`src/rtl/fetch_unit.sv`:
```
// fetch_unit: instruction fetch stage with a small prefetch FIFO.
// Drives the fetch PC to instruction memory, captures the returned word and
// hands {pc, instr, fault} entries to decode over a valid/ready handshake.
// A redirect flushes the FIFO and restarts fetch at a new PC.
// Optional feature macro: FETCH_MISALIGN_TRAP_EN. When it is defined, a
// misaligned redirect target produces a single fault entry and fetch halts.
// When it is undefined, redirect targets are force-aligned and out_fault is 0.
module fetch_unit #(
  parameter int             N        = 32,
  parameter int             A        = 32,
  parameter logic [A-1:0]   RESET_PC = '0,
  parameter int             DEPTH    = 2
) (
  input  logic         clk,
  input  logic         rst_n,
  output logic [A-1:0] imem_addr,
  input  logic [N-1:0] imem_data,
  input  logic         redirect_valid,
  input  logic [A-1:0] redirect_pc,
  output logic         out_valid,
  input  logic         out_ready,
  output logic [N-1:0] out_instr,
  output logic [A-1:0] out_pc,
  output logic         out_fault
);

  localparam int            PW       = $clog2(DEPTH);
  localparam logic [PW:0]   CNT_FULL = (PW+1)'(DEPTH);
  localparam logic [PW:0]   CNT_ONE  = (PW+1)'(1);
  localparam logic [A-1:0]  PC_STEP  = A'(4);

`ifdef FETCH_MISALIGN_TRAP_EN
  typedef enum logic {S_RUN = 1'b0, S_HALT = 1'b1} state_t;
`else
  typedef enum logic {S_RUN = 1'b0} state_t;
`endif

  state_t         r_state;
  state_t         w_nextState;
  logic [A-1:0]   r_fetchPc;
  logic [PW:0]    r_rdPtr;
  logic [PW:0]    r_wrPtr;
  logic [PW:0]    r_count;
  logic [A-1:0]   r_memPc    [DEPTH];
  logic [N-1:0]   r_memInstr [DEPTH];
  logic           w_pop;
  logic           w_push;
  logic           w_room;
  logic [A-1:0]   w_redirPc;
  logic [N-1:0]   w_wrInstr;
`ifdef FETCH_MISALIGN_TRAP_EN
  logic           r_memFault [DEPTH];
  logic           w_pushFault;
`else
  logic           w_unusedRedirLow;
`endif

  assign imem_addr = r_fetchPc;
  assign out_valid = (r_count != '0);
  assign out_pc    = r_memPc[r_rdPtr[PW-1:0]];
  assign out_instr = r_memInstr[r_rdPtr[PW-1:0]];
  assign w_pop     = out_valid && out_ready;
  assign w_room    = (r_count != CNT_FULL) || w_pop;

`ifdef FETCH_MISALIGN_TRAP_EN
  assign out_fault = r_memFault[r_rdPtr[PW-1:0]];
  assign w_redirPc = redirect_pc;
  assign w_wrInstr = w_pushFault ? '0 : imem_data;
`else
  assign out_fault        = 1'b0;
  assign w_redirPc        = {redirect_pc[A-1:2], 2'b00};
  assign w_wrInstr        = imem_data;
  assign w_unusedRedirLow = ^redirect_pc[1:0];
`endif

  // Decide whether this cycle pushes a fetched word (or a fault marker) and the next FSM state
  always_comb begin
    w_nextState = r_state;
    w_push      = 1'b0;
`ifdef FETCH_MISALIGN_TRAP_EN
    w_pushFault = 1'b0;
`endif
    if (redirect_valid) begin
      w_nextState = S_RUN;
    end else begin
      case (r_state)
        S_RUN: begin
          if (w_room) begin
            w_push = 1'b1;
`ifdef FETCH_MISALIGN_TRAP_EN
            if (r_fetchPc[1:0] != 2'b00) begin
              w_pushFault = 1'b1;
              w_nextState = S_HALT;
            end
`endif
          end
        end
        default: begin
        end
      endcase
    end
  end

  // FSM state register
  always_ff @(posedge clk or negedge rst_n) begin
    if (!rst_n) begin
      r_state <= S_RUN;
    end else begin
      r_state <= w_nextState;
    end
  end

  // Fetch PC, FIFO pointers and occupancy; redirect outranks push/pop
  always_ff @(posedge clk or negedge rst_n) begin
    if (!rst_n) begin
      r_fetchPc <= RESET_PC;
      r_rdPtr   <= '0;
      r_wrPtr   <= '0;
      r_count   <= '0;
    end else if (redirect_valid) begin
      r_fetchPc <= w_redirPc;
      r_rdPtr   <= '0;
      r_wrPtr   <= '0;
      r_count   <= '0;
    end else begin
`ifdef FETCH_MISALIGN_TRAP_EN
      if (w_push && !w_pushFault) begin
        r_fetchPc <= r_fetchPc + PC_STEP;
      end
`else
      if (w_push) begin
        r_fetchPc <= r_fetchPc + PC_STEP;
      end
`endif
      if (w_push) begin
        r_wrPtr <= r_wrPtr + CNT_ONE;
      end
      if (w_pop) begin
        r_rdPtr <= r_rdPtr + CNT_ONE;
      end
      if (w_push && !w_pop) begin
        r_count <= r_count + CNT_ONE;
      end else if (w_pop && !w_push) begin
        r_count <= r_count - CNT_ONE;
      end
    end
  end

  // FIFO storage; cleared on reset so the head outputs are never X
  always_ff @(posedge clk or negedge rst_n) begin
    if (!rst_n) begin
      for (int i = 0; i < DEPTH; i++) begin
        r_memPc[i]    <= '0;
        r_memInstr[i] <= '0;
`ifdef FETCH_MISALIGN_TRAP_EN
        r_memFault[i] <= 1'b0;
`endif
      end
    end else if (!redirect_valid && w_push) begin
      r_memPc[r_wrPtr[PW-1:0]]    <= r_fetchPc;
      r_memInstr[r_wrPtr[PW-1:0]] <= w_wrInstr;
`ifdef FETCH_MISALIGN_TRAP_EN
      r_memFault[r_wrPtr[PW-1:0]] <= w_pushFault;
`endif
    end
  end

endmodule

```
`config.mk`:
```
export PLATFORM = sky130hd
export DESIGN_NAME = fetch_unit
export DESIGN_NICKNAME = d
export VERILOG_FILES = /design/src/rtl/fetch_unit.sv
export SDC_FILE = /design/constraint.sdc
export NUM_CORES = 1
export LEC_CHECK = 0
export CORE_MARGIN = 3
export CORE_UTILIZATION = 50
export DETAILED_ROUTE_END_ITERATION = 10
export HOLD_SLACK_MARGIN = 0.08
export PLACE_DENSITY = 0.92
export SLEW_MARGIN = 5
export SYNTH_ARGS = -nofsm -noshare
export SYNTH_HDL_FRONTEND = slang
export SYNTH_SLANG_ARGS = --single-unit
```
`constraint.sdc`:
```
create_clock -name clk -period 2.2 [get_ports clk]
set_input_delay 0.22 -clock clk [delete_from_list [all_inputs] [get_ports clk]]
set_output_delay 0.22 -clock clk [all_outputs]
set_load 0.01 [all_outputs]
```
After elaboration in Yosys (flattened, before gate mapping)

Cells that the tools add are included.

Register bits after elaboration: 166
Bits in latches: 0
RAM bits: 0
Memory bits (read-only): 0
Word-level logic and storage cells: 53
Memories kept: 0

Add/subtract/negate cells: 5
Multiply operators: 0
Divide/modulo/power cells: 0
Order comparisons: 3
Equality and inequality tests: 1
Shifts and indexed selects: 0
Muxes and demuxes: 21
Bitwise logic cells: 2
Reduce and logical (&&, ||, !) cells: 13

Operators with widths:

| kind                    | number |
|---|---|
| $mux W32                | 9 |
| $bwmux W64              | 2 |
| $add A32 B3 Y32 const B | 1 |
| $demux W32 S1           | 1 |
| $mux W2                 | 7 |
| $add A2 B1 Y2 const B   | 3 |
| $reduce_bool A2 Y1      | 3 |
| $logic_and A1 B1 Y1     | 5 |
| $ge A2 B2 Y1 const B    | 2 |
| $not A1 Y2              | 2 |
| $logic_not A1 Y1        | 3 |
| $reduce_bool A3 Y1      | 1 |
| $lt A2 B1 Y1 const B    | 1 |
| $mux W1                 | 2 |
| $ne A2 B2 Y1 const B    | 1 |
| $sub A2 B1 Y2 const B   | 1 |
| $logic_or A1 B1 Y1      | 1 |

Depth between registers and ports, before layout

Depth in word-level cells: 10
Mapped depth: 7
Gate-level depth less buffers: 5

Worst setup path after synthesis

Ideal clock, no wire load.

Kind: flip-flop to flip-flop
Start: reg r_fetchPc[4] (netlist: imem_addr[4])
End: reg r_fetchPc[31] (netlist: imem_addr[31])
Setup time: 0.124 ns
Data arrival time: 1.802 ns
Data required time: 2.076 ns
Path slack: 0.274 ns
Cell stages (with the launch flop): 7
Clock period less this slack: 1.926 ns
Cell sequence: dfrtp_1 -> buf_2 -> and4_4 -> nand4_2 -> or3_1 -> o31a_1 -> o31a_1

Word-level cells in the longest chain between the ends: 3

Ends and longest elaborated chain:

| what                   | RTL line | RTL |
|---|---|---|
| start, declared        | 40       | `logic [A-1:0] r_fetchPc;` |
| start signal, assigned | 121      | `r_fetchPc <= w_redirPc;` |
| start signal, assigned | 132      | `r_fetchPc <= r_fetchPc + PC_STEP;` |
| $add A32 B3 Y32        | 132      |  |
| $mux W32               | 131      | `if (w_push) begin` |
| $mux W32               | 120      | `end else if (redirect_valid) begin` |

No other way between the ends. The select of a mux whose other input is x is not followed.
A chain may end at the register's enable or synchronous reset.

Worst setup path after layout

Start: reg r_rdPtr[0]
End: out out_pc[30]

Word-level cells in the longest chain between the ends: 4

Ends and longest elaborated chain:

| what                                        | RTL line | RTL |
|---|---|---|
| start, declared                             | 41       | `logic [PW:0] r_rdPtr;` |
| start signal, assigned                      | 139      | `r_rdPtr <= r_rdPtr + CNT_ONE;` |
| $not A1 Y2 (not written as such)            | 60       | `assign out_pc = r_memPc[r_rdPtr[PW-1:0]];` |
| $mux W32 (not written as such) (3 in a row) | 60       |  |
| end, declared                               | 23       | `output logic [A-1:0] out_pc,` |

No other way between the ends. The select of a mux whose other input is x is not followed.

==> report_table.html <==
<table>
<tr><th>Metric</th><th>Value</th></tr>
<tr><th colspan="2">Clock network</th></tr>
<tr><td>H-Tree Level Count</td><td>4</td></tr>
<tr><td>Clock slew at the register clock pins of the worst setup and hold paths</td><td>0.06 ns</td></tr>
<tr><td>Clock insertion delay at the later pin of the skew report</td><td>about 0.43 ns</td></tr>
<tr><td>Clock Path Buffers</td><td>2</td></tr>
<tr><td>Root Buffer Master</td><td>sky130_fd_sc_hd__clkbuf_16</td></tr>
<tr><td>Number of buffers created by CTS</td><td>17</td></tr>
<tr><td>Clock tree from TritonCTS</td><td>done</td></tr>
<tr><td>Clock tree sinks</td><td>around 160</td></tr>
<tr><th colspan="2">Setup path</th></tr>
<tr><td>Slowest cell on crit path</td><td>sky130_fd_sc_hd__clkdlybuf4s50_1</td></tr>
<tr><td>CP Data Required Time</td><td>1.98 ns</td></tr>
<tr><td>Worst path cell trace</td><td>buf_8 &gt; mux2_2 &gt; clkdlybuf4s50_1</td></tr>
<tr><td>Crit path buffers/inverters</td><td>2</td></tr>
<tr><td>Peak per-stage delay on the critical path</td><td>0.48 ns</td></tr>
<tr><td>Classification of the worst setup path</td><td>reg2out</td></tr>
<tr><td>Dominant delay contributor by cell family on the critical path</td><td>buffers and inverters</td></tr>
<tr><td>Critical path arrival</td><td>1.93 ns</td></tr>
<tr><td>Worst Setup End Kind</td><td>output port</td></tr>
<tr><td>Startpoint class of the critical path</td><td>flip-flop</td></tr>
<tr><td>Highest fanout seen on the critical path</td><td>18</td></tr>
<tr><th colspan="2">Synth</th></tr>
<tr><td>Post-synth top cells</td><td>sky130_fd_sc_hd__mux2_2, sky130_fd_sc_hd__dfrtp_1, sky130_fd_sc_hd__nand2_1, sky130_fd_sc_hd__o21ai_0, sky130_fd_sc_hd__xnor2_1</td></tr>
<tr><td>Synth Area in Adders</td><td>0.173%</td></tr>
<tr><td>Post-synthesis cell area</td><td>just over 7000 µm²</td></tr>
<tr><td>Sequential share of the synthesized area</td><td>54.7%</td></tr>
<tr><td>Dominant combinational cell family by area after synthesis</td><td>multiplexers</td></tr>
<tr><td>Mapped Cells</td><td>roughly 550</td></tr>
<tr><td>Complex-gate fraction of the synthesized area</td><td>2.04%</td></tr>
<tr><td>Number of enable flip-flop cells after synthesis</td><td>0</td></tr>
<tr><td>Synthesized area divided by synthesized cell count</td><td>approximately 13 µm²</td></tr>
<tr><td>Proportion of register bits with asynchronous set or reset after synthesis</td><td>100%</td></tr>
<tr><td>Number of synthesis warnings</td><td>0</td></tr>
<tr><td>Top flip-flop cell by instance count after synthesis</td><td>sky130_fd_sc_hd__dfrtp_1</td></tr>
<tr><td>Library cell with the highest instance count after synthesis</td><td>sky130_fd_sc_hd__mux2_2</td></tr>
<tr><td>Synth unique cells</td><td>34</td></tr>
<tr><td>Mux cell area share after synthesis</td><td>29.7%</td></tr>
<tr><td>#FFs+latches synth</td><td>158</td></tr>
<tr><td>Ranking of synthesized cells by area</td><td>sky130_fd_sc_hd__dfrtp_1, sky130_fd_sc_hd__mux2_2, sky130_fd_sc_hd__xnor2_1</td></tr>
<tr><td>Leading area contributor after synthesis</td><td>sky130_fd_sc_hd__dfrtp_1</td></tr>
<tr><td>Xor and xnor fraction of the mapped netlist area</td><td>3.75%</td></tr>
<tr><td>Proportion of netlist area held by the largest area contributor</td><td>54.7%</td></tr>
<tr><td>Simple-Gate Fraction of Synth Area</td><td>~6.8%</td></tr>
<tr><th colspan="2">Timing</th></tr>
<tr><td>Worst clock skew on the final layout</td><td>0.00563 ns</td></tr>
<tr><td>Setup violation total in the final timing report</td><td>0</td></tr>
<tr><td>Max frequency</td><td>465 MHz</td></tr>
<tr><td>Final count of pins violating max slew</td><td>0</td></tr>
<tr><td>Worst Tran Pin Value</td><td>0.581 ns</td></tr>
<tr><td>Final hold violation count</td><td>0</td></tr>
<tr><td>Portion of the clock cycle consumed by the worst path in the final layout</td><td>97.6%</td></tr>
<tr><td>RSZ-0062 raised after global routing</td><td>yes</td></tr>
<tr><td>Min setup slack post-route</td><td>just over 0.05 ns</td></tr>
<tr><td>Relative slew margins</td><td>61.2%</td></tr>
<tr><td>Min Tclk post-route</td><td>2.15 ns</td></tr>
<tr><th colspan="2">Place</th></tr>
<tr><td>HPWL after DPL</td><td>~12000 µm</td></tr>
<tr><td>Count of input and output buffers</td><td>158</td></tr>
<tr><td>Number of cells after detailed placement</td><td>876</td></tr>
<tr><td>Post-Place Worst Slack</td><td>0.0223 ns</td></tr>
<tr><td>Routability cong.</td><td>0.789</td></tr>
<tr><th colspan="2">Floorplan</th></tr>
<tr><td>Std-Cell Rows</td><td>43</td></tr>
<tr><td>DIE HEIGHT</td><td>~130 µm</td></tr>
<tr><td>Horiz. Die Dim</td><td>126 µm</td></tr>
<tr><td>Count of boundary I/O pins</td><td>roughly 170</td></tr>
<tr><td>Initial standard-cell utilization of the core</td><td>51.7%</td></tr>
<tr><td>Core ar.</td><td>14000 µm²</td></tr>
<tr><td>Area enclosed by the die boundary</td><td>~16000 µm²</td></tr>
<tr><th colspan="2">Drt</th></tr>
<tr><td>1st-iter DRT viols</td><td>200</td></tr>
<tr><td>Detailed-route wire length</td><td>around 17000 µm</td></tr>
<tr><td>Detailed-router iteration count before antenna repair</td><td>4</td></tr>
<tr><td>Drt drc</td><td>0</td></tr>
<tr><td>Total number of vias</td><td>about 4900</td></tr>
<tr><td>Remaining antenna violation count after routing</td><td>0</td></tr>
<tr><td>Detail-routed net length per standard cell</td><td>19.2 µm</td></tr>
<tr><td>Vias/cell</td><td>about 5.4</td></tr>
<tr><th colspan="2">Layout</th></tr>
<tr><td>Fraction of layout cells with a size suffix above 1</td><td>35.3%</td></tr>
<tr><td>Final cell count without fillers</td><td>910</td></tr>
<tr><td>Number of nets in the layout</td><td>786</td></tr>
<tr><td>Ant diodes</td><td>0</td></tr>
<tr><td>Area growth from synthesis to layout</td><td>36.5%</td></tr>
<tr><th colspan="2">Pwr</th></tr>
<tr><td>Peak ir drop on the vdd network</td><td>0.541 mV</td></tr>
<tr><td>Reported leakage power</td><td>4.28 nW</td></tr>
<tr><td>Ratio of total power to cell area</td><td>993 nW/µm²</td></tr>
<tr><th colspan="2">Run status</th></tr>
<tr><td>Status</td><td>finished, final reports clean</td></tr>
<tr><th colspan="2">Job</th></tr>
<tr><td>Max Cap Violations</td><td>0</td></tr>
<tr><th colspan="2">Global route</th></tr>
<tr><td>GR Overflow Total</td><td>0</td></tr>
<tr><td>Maximum number of pins on one net before global-route repair</td><td>62</td></tr>
<tr><td>Via count of the first global-routing pass</td><td>around 5400</td></tr>
<tr><td>Wire length of the first global-routing pass</td><td>about 28000 µm</td></tr>
<tr><td>Antenna violations before repair</td><td>0</td></tr>
<tr><td>GRT Util Overall</td><td>22.4%</td></tr>
<tr><th colspan="2">Min path</th></tr>
<tr><td>Worst min path class</td><td>in2reg</td></tr>
</table>
-- worst paths after layout --
kind	startpoint	endpoint	slack, ns	depth (start not counted)
max	r_rdPtr[0]	out_pc[30]	0.05	3
min	redirect_valid	r_wrPtr[0]	0.25	3
max reg2reg	imem_addr[7]	imem_addr[31]	0.24	5
min reg2reg	r_memInstr[9]	r_memInstr[9]	0.50	1
max in group asynchronous	rst_n	r_memPc[3]	1.10	3
min in group asynchronous	rst_n	r_memInstr[4]	0.34	2
-- sequential cells by signal, indices dropped and copies added (netlist names) --
| name | cells |
|---|---|
| r_memInstr | 64 |
| r_memPc | 60 |
| imem_addr | 30 |
| r_count | 2 |
| r_rdPtr | 1 |
| r_wrPtr | 1 |
-- repair_timing --
action	CTS	global route
hold buffers	1	0
buffers inserted	0	0
hold endpoints to repair	58	0
resized for setup	16	30
gates cloned	0	1
endpoints found under the setup margin	18	46
-- cell usage in the layout (no fill, tap or decap), types with 6 or more instances in the layout --
| cell | n |
|---|---|
| sky130_fd_sc_hd__mux2_2 | 190 |
| sky130_fd_sc_hd__dfrtp_1 | 157 |
| sky130_fd_sc_hd__clkdlybuf4s50_1 | 112 |
| sky130_fd_sc_hd__nand2_1 | 36 |
| sky130_fd_sc_hd__dlymetal6s2s_1 | 28 |
| sky130_fd_sc_hd__xnor2_1 | 23 |
| sky130_fd_sc_hd__o21ai_0 | 23 |
| sky130_fd_sc_hd__buf_4 | 21 |
| sky130_fd_sc_hd__clkbuf_16 | 18 |
| sky130_fd_sc_hd__dlygate4sd2_1 | 16 |
| sky130_fd_sc_hd__nor4_1 | 14 |
| sky130_fd_sc_hd__nand3_1 | 8 |
| sky130_fd_sc_hd__nand4_1 | 8 |
| sky130_fd_sc_hd__xor2_1 | 8 |
| sky130_fd_sc_hd__nor3_1 | 6 |
| sky130_fd_sc_hd__nor2_1 | 6 |
-- area by class of cell --
class                   instances  area (µm²)
fillers                       949        4110
flip-flops and latches        158        3960
multi-input cells             351        3100
repair buffers                186        1920
clock buffers                  19         453
well taps                     180         225
clock inverters                13         210
inverters                       3        11.3
-- worst register-to-register path: cells and delay by family (launching register included) --
kind / cells / cell delay, ns
and+or+nand+nor: 3 / 0.84
AOI/OAI and AO/OA: 2 / 0.56
DFF: 1 / 0.45
-- through the flow --
stage | utilization (%) | power [mW] | setup TNS (ns) | hold slack, ns | instance area [µm²]
finish | 70.6 | 9.80 | 0 | 0.252 | 9870
global route | 70.6 | 10.3 | -0.0252 | 0.275 | 9870
CTS | 69.9 | 9.91 | -0.00612 | 0.236 | 9770
detailed placement | 65.2 | 6.68 | 0 | 0.234 | 9120
global placement | 65.2 | 6.52 | 0 | 0.220 | 9120
floorplan | - | 5.32 | 0 | -0.0756 | 7250
-- report_power, final --
part	total, mW	leakage [nW]	switching (mW)	internal [mW]
registers	3.95	1.89	0.395	3.56
clock network	3.25	0.308	1.17	2.08
logic	2.60	2.09	1.02	1.58
-- cell families (layout without fill, tap and decap cells) --
kind of cell / count (synthesis) / after routing
other: 1 / 5
AOI/OAI and AO/OA: 28 / 28
buffers and inverters: 42 / 221
muxes: 191 / 191
DFF: 158 / 158
adders and majority gates: 1 / 1
and+or+nand+nor: 95 / 95
xor gates and xnor gates: 31 / 31
-- layer usage --
layer,track usage [%],part of all wire [%],vias up
met4,8.83,2.3,0
li1,-,-,2274
met1,27.2,40,2493
met3,5.64,5.1,30
met5,0,0,-
met2,38.5,52,146
No activity file was read; power rests on OpenSTA's default activity.
